File: src/rtl/flash_pkg.sv
// Shared definitions for the NOR-flash responder.
//   - command opcodes accepted on the strobe bus
//   - status register bit positions
//   - command FSM and read-mode encodings
//   - max_int helper used for counter sizing
package flash_pkg;

    localparam logic [7:0] CMD_READ_ARRAY  = 8'hFF;
    localparam logic [7:0] CMD_READ_STATUS = 8'h70;
    localparam logic [7:0] CMD_CLR_STATUS  = 8'h50;
    localparam logic [7:0] CMD_PROG        = 8'h40;
    localparam logic [7:0] CMD_PROG_ALT    = 8'h10;
    localparam logic [7:0] CMD_ERASE       = 8'h20;
    localparam logic [7:0] CMD_CONFIRM     = 8'hD0;

    localparam int ST_READY_BIT     = 7;
    localparam int ST_ERASE_ERR_BIT = 5;
    localparam int ST_PROG_ERR_BIT  = 4;

    typedef enum logic [2:0] {
        S_READY,
        S_PROG_SETUP,
        S_ERASE_SETUP,
        S_PROG_BUSY,
        S_ERASE_BUSY
    } cmd_state_e;

    typedef enum logic {
        MODE_ARRAY,
        MODE_STATUS
    } read_mode_e;

    function automatic int max_int(input int a, input int b);
        return (a > b) ? a : b;
    endfunction

endpackage

File: src/rtl/flash_bus_sync.sv
// Two-flop synchronizer for the asynchronous flash strobe bus.
// Strobes, address and data share one synchronizer so they stay aligned.
// Ports:
//   CLK_50MHZ, RST            clock, synchronous active-high reset
//   nf_*_n, nf_a, nf_d_in     raw pins from the initiator
//   ce_s/oe_s/we_s/rp_s       synchronized strobes (active-low)
//   a_s, d_s                  synchronized address / data
//   we_rise                   one-cycle pulse: we_s 0->1 while ce_s = 0
module flash_bus_sync
    import flash_pkg::*;
(
    input  logic       CLK_50MHZ,
    input  logic       RST,
    input  logic       nf_ce_n,
    input  logic       nf_oe_n,
    input  logic       nf_we_n,
    input  logic       nf_rp_n,
    input  logic [7:0] nf_a,
    input  logic [7:0] nf_d_in,
    output logic       ce_s,
    output logic       oe_s,
    output logic       we_s,
    output logic       rp_s,
    output logic [7:0] a_s,
    output logic [7:0] d_s,
    output logic       we_rise
);

    // Bundle layout: {ce, oe, we, rp, a[7:0], d[7:0]}
    localparam int             BW   = 20;
    localparam logic [BW-1:0]  IDLE = {4'b1111, 16'h0000};

    logic [BW-1:0] meta_q, meta_d;
    logic [BW-1:0] sync_q, sync_d;
    logic          we_prev_q, we_prev_d;

    always_comb begin
        meta_d    = {nf_ce_n, nf_oe_n, nf_we_n, nf_rp_n, nf_a, nf_d_in};
        sync_d    = meta_q;
        we_prev_d = sync_q[17];
    end

    always_ff @(posedge CLK_50MHZ) begin
        if (RST) begin
            meta_q    <= IDLE;
            sync_q    <= IDLE;
            we_prev_q <= 1'b1;
        end else begin
            meta_q    <= meta_d;
            sync_q    <= sync_d;
            we_prev_q <= we_prev_d;
        end
    end

    assign ce_s = sync_q[19];
    assign oe_s = sync_q[18];
    assign we_s = sync_q[17];
    assign rp_s = sync_q[16];
    assign a_s  = sync_q[15:8];
    assign d_s  = sync_q[7:0];

    // Address/data are captured from the same cycle the rise is seen.
    assign we_rise = we_s & ~we_prev_q & ~ce_s;

endmodule

File: src/rtl/flash_responder.sv
// On-chip stand-in for a 256-byte Intel-style NOR flash on the strobe bus.
// Ports:
//   CLK_50MHZ, RST      clock, synchronous active-high reset
//   nf_ce_n/oe_n/we_n   bus strobes (async, active-low)
//   nf_rp_n             reset/power-down (async, active-low)
//   nf_a, nf_d_in       byte address, write data
//   nf_d_out, nf_d_oe   read data and its output enable (tristate built above)
//   nf_sts              1 = ready, 0 = busy
module flash_responder
    import flash_pkg::*;
#(
    parameter int         PROG_CYCLES  = 50,
    parameter int         ERASE_CYCLES = 5000,
    parameter logic [7:0] INIT_VAL     = 8'hFF
) (
    input  logic       CLK_50MHZ,
    input  logic       RST,
    input  logic       nf_ce_n,
    input  logic       nf_oe_n,
    input  logic       nf_we_n,
    input  logic       nf_rp_n,
    input  logic [7:0] nf_a,
    input  logic [7:0] nf_d_in,
    output logic [7:0] nf_d_out,
    output logic       nf_d_oe,
    output logic       nf_sts
);

    localparam int CNT_W = $clog2(max_int(PROG_CYCLES, ERASE_CYCLES) + 1);

    logic       ce_s, oe_s, we_s, rp_s, we_rise;
    logic [7:0] a_s, d_s;

    flash_bus_sync u_sync (
        .CLK_50MHZ (CLK_50MHZ),
        .RST       (RST),
        .nf_ce_n   (nf_ce_n),
        .nf_oe_n   (nf_oe_n),
        .nf_we_n   (nf_we_n),
        .nf_rp_n   (nf_rp_n),
        .nf_a      (nf_a),
        .nf_d_in   (nf_d_in),
        .ce_s      (ce_s),
        .oe_s      (oe_s),
        .we_s      (we_s),
        .rp_s      (rp_s),
        .a_s       (a_s),
        .d_s       (d_s),
        .we_rise   (we_rise)
    );

    // Power-up content; neither RST nor nf_rp_n touches the array.
    logic [7:0] mem [0:255] = '{default: INIT_VAL};

    cmd_state_e        state_q, state_d;
    read_mode_e        mode_q, mode_d;
    logic [CNT_W-1:0]  cnt_q, cnt_d;
    logic [7:0]        ptr_q, ptr_d;
    logic              walk_q, walk_d;
    logic              sts_q, sts_d;
    logic              erase_err_q, erase_err_d;
    logic              prog_err_q, prog_err_d;
    logic [7:0]        d_out_q, d_out_d;
    logic              d_oe_q, d_oe_d;

    logic              hold;
    logic              busy;
    logic [7:0]        status;
    logic [7:0]        mem_rd;
    logic              mem_we;
    logic [7:0]        mem_waddr;
    logic [7:0]        mem_wdata;

    // nf_rp_n low acts like RST for everything except the array.
    assign hold   = RST | ~rp_s;
    assign busy   = (state_q == S_PROG_BUSY) || (state_q == S_ERASE_BUSY);
    assign mem_rd = mem[a_s];

    always_comb begin
        status                   = 8'h00;
        status[ST_READY_BIT]     = sts_q;
        status[ST_ERASE_ERR_BIT] = erase_err_q;
        status[ST_PROG_ERR_BIT]  = prog_err_q;
    end

    always_comb begin
        state_d     = state_q;
        mode_d      = mode_q;
        cnt_d       = cnt_q;
        ptr_d       = ptr_q;
        walk_d      = walk_q;
        sts_d       = sts_q;
        erase_err_d = erase_err_q;
        prog_err_d  = prog_err_q;
        mem_we      = 1'b0;
        mem_waddr   = a_s;
        mem_wdata   = d_s;

        d_oe_d  = ~ce_s & ~oe_s & we_s;
        d_out_d = (busy || mode_q == MODE_STATUS) ? status : mem_rd;

        case (state_q)
            S_READY: begin
                if (we_rise) begin
                    case (d_s)
                        CMD_READ_ARRAY:  mode_d = MODE_ARRAY;
                        CMD_READ_STATUS: mode_d = MODE_STATUS;
                        CMD_CLR_STATUS: begin
                            erase_err_d = 1'b0;
                            prog_err_d  = 1'b0;
                        end
                        CMD_PROG, CMD_PROG_ALT: state_d = S_PROG_SETUP;
                        CMD_ERASE:              state_d = S_ERASE_SETUP;
                        default: ;
                    endcase
                end
            end
            S_PROG_SETUP: begin
                if (we_rise) begin
                    // Programming can only clear bits; asking for a 1 over
                    // a stored 0 is flagged but the AND still happens.
                    mem_we    = 1'b1;
                    mem_waddr = a_s;
                    mem_wdata = mem_rd & d_s;
                    if ((d_s & ~mem_rd) != 8'h00)
                        prog_err_d = 1'b1;
                    state_d = S_PROG_BUSY;
                    mode_d  = MODE_STATUS;
                    sts_d   = 1'b0;
                    cnt_d   = CNT_W'(PROG_CYCLES - 1);
                end
            end
            S_ERASE_SETUP: begin
                if (we_rise) begin
                    mode_d = MODE_STATUS;
                    if (d_s == CMD_CONFIRM) begin
                        state_d = S_ERASE_BUSY;
                        sts_d   = 1'b0;
                        walk_d  = 1'b1;
                        ptr_d   = 8'h00;
                    end else begin
                        erase_err_d = 1'b1;
                        prog_err_d  = 1'b1;
                        state_d     = S_READY;
                    end
                end
            end
            S_PROG_BUSY: begin
                if (cnt_q == '0) begin
                    state_d = S_READY;
                    sts_d   = 1'b1;
                end else begin
                    cnt_d = cnt_q - CNT_W'(1);
                end
            end
            S_ERASE_BUSY: begin
                if (walk_q) begin
                    // Phase 1: one byte per clock; then the settle countdown.
                    mem_we    = 1'b1;
                    mem_waddr = ptr_q;
                    mem_wdata = INIT_VAL;
                    ptr_d     = ptr_q + 8'd1;
                    if (ptr_q == 8'hFF) begin
                        walk_d = 1'b0;
                        cnt_d  = CNT_W'(ERASE_CYCLES - 1);
                    end
                end else if (cnt_q == '0) begin
                    state_d = S_READY;
                    sts_d   = 1'b1;
                end else begin
                    cnt_d = cnt_q - CNT_W'(1);
                end
            end
            default: state_d = S_READY;
        endcase

        if (hold)
            mem_we = 1'b0;
    end

    always_ff @(posedge CLK_50MHZ) begin
        if (hold) begin
            state_q     <= S_READY;
            mode_q      <= MODE_ARRAY;
            cnt_q       <= '0;
            ptr_q       <= 8'h00;
            walk_q      <= 1'b0;
            sts_q       <= 1'b1;
            erase_err_q <= 1'b0;
            prog_err_q  <= 1'b0;
            d_out_q     <= 8'h00;
            d_oe_q      <= 1'b0;
        end else begin
            state_q     <= state_d;
            mode_q      <= mode_d;
            cnt_q       <= cnt_d;
            ptr_q       <= ptr_d;
            walk_q      <= walk_d;
            sts_q       <= sts_d;
            erase_err_q <= erase_err_d;
            prog_err_q  <= prog_err_d;
            d_out_q     <= d_out_d;
            d_oe_q      <= d_oe_d;
        end
    end

    always_ff @(posedge CLK_50MHZ) begin
        if (mem_we)
            mem[mem_waddr] <= mem_wdata;
    end

    assign nf_d_out = d_out_q;
    assign nf_d_oe  = d_oe_q;
    assign nf_sts   = sts_q;

endmodule

File: config.mk
export PLATFORM = sky130hd
export DESIGN_NAME = flash_responder
export DESIGN_NICKNAME = d
export VERILOG_FILES = /design/src/rtl/flash_pkg.sv /design/src/rtl/flash_bus_sync.sv /design/src/rtl/flash_responder.sv
export SDC_FILE = /design/constraint.sdc
export NUM_CORES = 2
export LEC_CHECK = 0
export ABC_AREA = 0
export ABC_CLOCK_PERIOD_IN_PS = 40400
export BUFFER_PORTS_ARGS = -buffer_cell sky130_fd_sc_hd__buf_4
export CORE_ASPECT_RATIO = 1.4
export CORE_MARGIN = 10
export CORE_UTILIZATION = 60
export CTS_BUF_LIST = sky130_fd_sc_hd__clkbuf_8
export DETAILED_ROUTE_END_ITERATION = 12
export PLACE_DENSITY = 0.76
export SYNTH_ARGS = -nofsm -noshare
export SYNTH_HDL_FRONTEND = slang
export SYNTH_HIERARCHICAL = 1
export SYNTH_SLANG_ARGS = --single-unit
File: constraint.sdc
create_clock -name CLK_50MHZ -period 40.4 [get_ports CLK_50MHZ]
set_clock_uncertainty 0.15 [all_clocks]
set_input_delay 4.04 -clock CLK_50MHZ [delete_from_list [all_inputs] [get_ports CLK_50MHZ]]
set_output_delay 4.04 -clock CLK_50MHZ [all_outputs]
set_load 0.01 [all_outputs]
**Word level (Yosys, flattened, before mapping)**

Memories as Yosys holds them, arrays and structs flattened. A register that Yosys moved wholly into a read port is not among the register bits.
Index checks and enable logic that the tools add are counted.

- Flip-flop bits (word level): 79
- Memory bits (writable): 2048
- Output and inout port bits: 10
- Memories: 1
- Word-level logic and storage cells: 129

- Bitwise operators: 12
- Equality and inequality tests: 25
- Reduce and logical (&&, ||, !) cells: 22
- $add $sub $neg: 2
- Mux-type cells: 53

Memory list:

| name | depth | width | read ports | clocked after memory_dff | write ports | line | source |
|---|---|---|---|---|---|---|---|
| mem | 256 | 8 | 1 | 1 | 1 | flash_responder.sv:53 | `logic [7:0] mem [0:255] = '{default: INIT_VAL};` |

Operator list:

| cell | count |
|---|---|
| two-way mux 8 bit | 9 |
| two-way mux 13 bit | 4 |
| case mux 13 bit (3 select lines) | 1 |
| case mux 8 bit (2 select lines) | 2 |
| equality test 8 x 7 -> 1 bit (second input constant) | 3 |
| equality test 8 bit (second input constant) | 3 |
| two-way mux 1 bit | 22 |
| two-way mux 3 bit | 6 |
| bitwise AND 8 bit | 2 |
| case mux 3 bit (5 select lines) | 1 |
| AND reduction 5 bit | 3 |
| logical NOT 13 bit | 1 |
| subtractor 13 x 1 -> 13 bit (second input constant) | 1 |
| != test 2 x 1 -> 1 bit (second input constant) | 5 |
| != test 2 bit (second input constant) | 5 |
| case mux 1 bit (2 select lines) | 5 |
| adder 8 x 1 -> 8 bit (second input constant) | 1 |
| equality test 8 x 5 -> 1 bit (second input constant) | 1 |
| equality test 8 x 6 -> 1 bit (second input constant) | 1 |
| NOT 8 bit | 1 |
| AND reduction 4 bit | 2 |
| nonzero test 8 bit | 1 |
| AND reduction 7 bit | 1 |
| equality test 3 x 2 -> 1 bit (second input constant) | 2 |
| other kinds (17) | 31 |

**Depth between registers and ports, before layout**

- Depth in word-level cells: 8
- Depth in mapped cells: 14
- Depth with buffers taken out: 9

**Hierarchy**

Netlist, hierarchy kept.

Modules (own cells, without submodules):

| module | cells an instance | times used | seq. area each (um^2) | area each (um^2) |
|---|---|---|---|---|
| flash_responder | 4140 | 1 | 62259.7 | 82359.0 |
| flash_bus_sync | 87 | 1 | 820.8 | 1111.1 |

**Worst setup path after synthesis**

Ideal clock, no wire load.

- Path type: register to register
- Start: register, netlist name u_sync/sync_q[8]
- End: memory mem[0][3] (data pin)
- Stages on the path, launching flop included: 15
- Data arrival time: 12.034 ns
- Clock period less this slack: 14.372 ns
- Setup slack: 26.028 ns
- Cells stage by stage: dfxtp_1 buf_6 buf_12 buf_12 buf_8 buf_12 buf_6 buf_6 nand2_1 nand2_1 o22ai_1 o41ai_1 and2_1 a31oi_1 o21ai_0

RTL lines:

| item | line |
|---|---|
| end, declared | flash_responder.sv:53 |

==> results_dict.tcl <==
set metrics [dict create \
    fin_ws_ps 31410 \
    synth.distinct_cells 86 \
    ir_worst_vdd_mv 0.0411 \
    critical_path_class "register to register" \
    wl_per_cell_um 35.9 \
    drv_cap 0 \
    hold_end "u_sync/sync_q[19]" \
    r2r_end "mem[235][0]" \
    hold_viol 0 \
    fin_util_pct 65.8 \
    fin_tns_setup_ps 0 \
    cp-start-kind "register" \
    syn_nets 4251 \
    fin_crit_ps 8990 \
    synth_edf_count 2048 \
    final_common_cell "edfxtp_1" \
    cts_max_level 5 \
    clock_sinks 2127 \
    drt.antenna.violating_nets 0 \
    cts_tree "done" \
    status "complete, no violations" \
    initial_core_util_pct 60.5 \
    min_from "u_sync/meta_q[19]" \
    finalSetupViolCount 0 \
    ys.flop_type "edfxtp_1" \
    dr.pass1.iters 7 \
    clk_path_buf_depth 4 \
    holdPathStages 1 \
    row_count 161 \
    cp_slowest_cell "a41oi_4" \
    grt_setup_unrepaired "no" \
    cts_setup_buffers 0 \
    worstPathRequired_ps 40940 \
    p_leak_nw 28.5 \
    synth.area.mux_share_pct 14.6 \
    layout.nets 4466 \
    fill_cells 8651 \
    numPortBuffers 31 \
    post-dp-hpwl_mm 140 \
    critPathLaunch "u_sync/sync_q[8]" \
    drt_iter0_drc 7030 \
    grt_usage_pct 30.3 \
    clkTransAtPathRegs_ps 70 \
    gp_congestion 0.970 \
    io_pins 32 \
    die_w_um 335 \
    max_stage_delay_ps 1010 \
    avgViaCountPerCell 7.01 \
    yosys.area_share.adder_pct 0.0300 \
    cp-end-kind "register" \
    area_growth_pct 8.76 \
    cts_root_buffer "clkbuf_8" \
    yosys.area_share.simple_pct 3.91 \
    route.detailed.drc 0 \
    post_synth.cell_area_avg_um2 19.7 \
    worst_slew_pin_slew_ps 1450 \
    hold_buffers 0 \
    cp_cell_sequence "buf_4, buf_4, buf_4, buf_4, mux4_2, a22o_1, a221oi_1, o2111ai_1, nand3_1, a41oi_4, buf_4, buf_4, buf_4" \
    grt_pass1_vias 44600 \
    critPathMaxFanout 85 \
    cpMostUsedCell "buf_4" \
    synthXorXnorAreaFrac_pct 0.115 \
    yosysSeqAreaShare_pct 75.6 \
    rrSetupSlack_ps 31410 \
    ff2ff_path_depth 13 \
    slew_headroom_pct 2.73 \
    critical_path_arrival_ps 9540 \
    mostFrequentLayoutCells "edfxtp_1 (2048), mux4_2 (411), nor2_1 (330), clkbuf_8 (315), mux2i_1 (219)" \
    hp-class "register to register" \
    grt_pass1_wl_mm 330 \
    synth_top_family_by_area "multiplexers" \
    cts_buffers 311 \
    fmax_mhz 111 \
    p_total_mw 4.15 \
    grt_max_degree 171 \
    dieHeight_um 461 \
    antenna_found_initial 12 \
    regToRegStartpoint "u_sync/sync_q[8]" \
    dieArea_mm2 0.155 \
    vias 45300 \
    grt_overflow 0 \
    wl_mm 232 \
    netlist_instances 4227 \
    finalCritPeriodShare_pct 22.3 \
    synthArstFlopShare_pct 0 \
    synth-warning-count 6 \
    ctsResizeCount 0 \
    post-place-ws_ps 31730 \
    drive_gt1_share_pct 21.1 \
    synth_compound_area_share_pct 3.71 \
    yosys_register_bits 2127 \
    power_density_mw_per_mm2 45.7 \
    core_area_mm2 0.138 \
    synthesis.area_mm2 0.0835 \
    clk_latency_ps 1060 \
    drv_slew 0 \
]
report_power, final:
part / switching (mW) / leakage, nW / internal, mW
clock: 0.793 / 3.07 / 0.762
combinational: 0.123 / 5.70 / 0.0554
sequential: 0.00353 / 19.7 / 2.41
total: 0.919 / 28.5 / 3.23
final cells by class:
cell class              count  area, um2  area share (%)
clock inverters           212       1040            1.14
repair buffers            142       1180            1.30
clock buffers             315       4340            4.78
diodes                     13       32.5          0.0358
inverters                  19       73.8          0.0813
multi-input cells        1841      18800            20.7
flip-flops and latches   2127      63100            69.5
well taps                1793       2240            2.47
cell families (layout without fill, tap and decap cells):
group / after synthesis / in the layout
flops: 2127 / 2127
simple gates: 717 / 717
mux: 671 / 671
compound gates: 440 / 440
buf+inv: 259 / 688
xor+xnor: 11 / 11
fa+ha+maj: 2 / 2
other cells: 0 / 13
flip-flops by register name (all words and copies together), names as in the netlist:
name / cells
ptr_q: 8
prog_err_q: 1
nf_d_out: 8
walk_q: 1
cnt_q: 13
u_sync/sync_q: 20
mode_q: 1
nf_d_oe: 1
nf_sts: 1
u_sync/we_prev_q: 1
state_q: 3
u_sync/meta_q: 20
erase_err_q: 1
mem: 2048
layer usage:
layer	up-vias	global-route usage, %	wire length (um)	share of wire, %
met3	895	9.07	30400	13
li1	17800	-	-	-
met1	23000	37.7	75400	33
met5	-	0	51	0.022
met4	8	20.8	19000	8.2
met2	3622	45.9	107000	46
cell usage after synthesis, types with 6 or more instances:
| cell type | count | share of area [%] |
|---|---|---|
| mux4_1 | 17 | 0.54 |
| mux2i_1 | 219 | 2.6 |
| nand3b_1 | 9 | 0.081 |
| a21oi_1 | 85 | 0.51 |
| buf_8 | 6 | 0.11 |
| nand2b_1 | 12 | 0.090 |
| inv_1 | 19 | 0.085 |
| nand3_1 | 40 | 0.24 |
| nor3_1 | 21 | 0.13 |
| buf_12 | 11 | 0.26 |
| o211ai_1 | 7 | 0.063 |
| mux4_2 | 411 | 11 |
| a211o_1 | 6 | 0.063 |
| buf_6 | 37 | 0.50 |
| nand4_1 | 13 | 0.097 |
| or3_1 | 8 | 0.060 |
| o21ai_1 | 6 | 0.036 |
| or2_2 | 7 | 0.052 |
| a31oi_1 | 13 | 0.097 |
| nor2b_1 | 57 | 0.43 |
| dfxtp_1 | 79 | 1.9 |
| edfxtp_1 | 2048 | 74 |
| mux2_2 | 22 | 0.30 |
| a22oi_1 | 111 | 1.0 |
| o221ai_1 | 16 | 0.17 |
| and2_1 | 14 | 0.10 |
| a22o_1 | 13 | 0.14 |
| nor4_1 | 12 | 0.090 |
| o21ai_0 | 46 | 0.28 |
| buf_2 | 54 | 0.32 |
| clkbuf_1 | 78 | 0.35 |
| o22ai_1 | 28 | 0.21 |
| or2_1 | 10 | 0.075 |
| buf_1 | 6 | 0.027 |
| nand2_1 | 151 | 0.68 |
| nor2_1 | 331 | 1.5 |
| buf_4 | 46 | 0.41 |
| and3_1 | 10 | 0.075 |
| a221oi_1 | 25 | 0.26 |
| a211oi_1 | 21 | 0.19 |
| xor2_1 | 7 | 0.073 |
critical path: cells and delay by family, from the launching register on:
kind | cells | cell delay (ps)
buffers and inverters | 7 | 5020
AOI/OAI and AO/OA | 4 | 1510
and+or+nand+nor | 1 | 560
muxes | 1 | 370
DFF | 1 | 650
per-stage QoR:
stage	instance area [um2]	std cells	hold WS, ps
final	90800	6462	266
after global routing	90800	6451	275
after CTS	90700	6449	268
after detailed placement	85400	5922	246
after global placement	85400	5922	243
after floorplan	83500	4227	224
worst max path at each step:
stage             endpoint  slack, ps  cells past startpoint
2_1_floorplan    mem[0][3]      26030                     14
5_1_grt        mem[235][0]      31070                     13
6_report       mem[235][0]      31410                     13
3_5_place_dp   mem[235][0]      31730                     14
3_3_place_gp    mem[40][0]      31880                     14
4_1_cts         mem[47][0]      31660                     14
(Power assumes the default switching activity.)
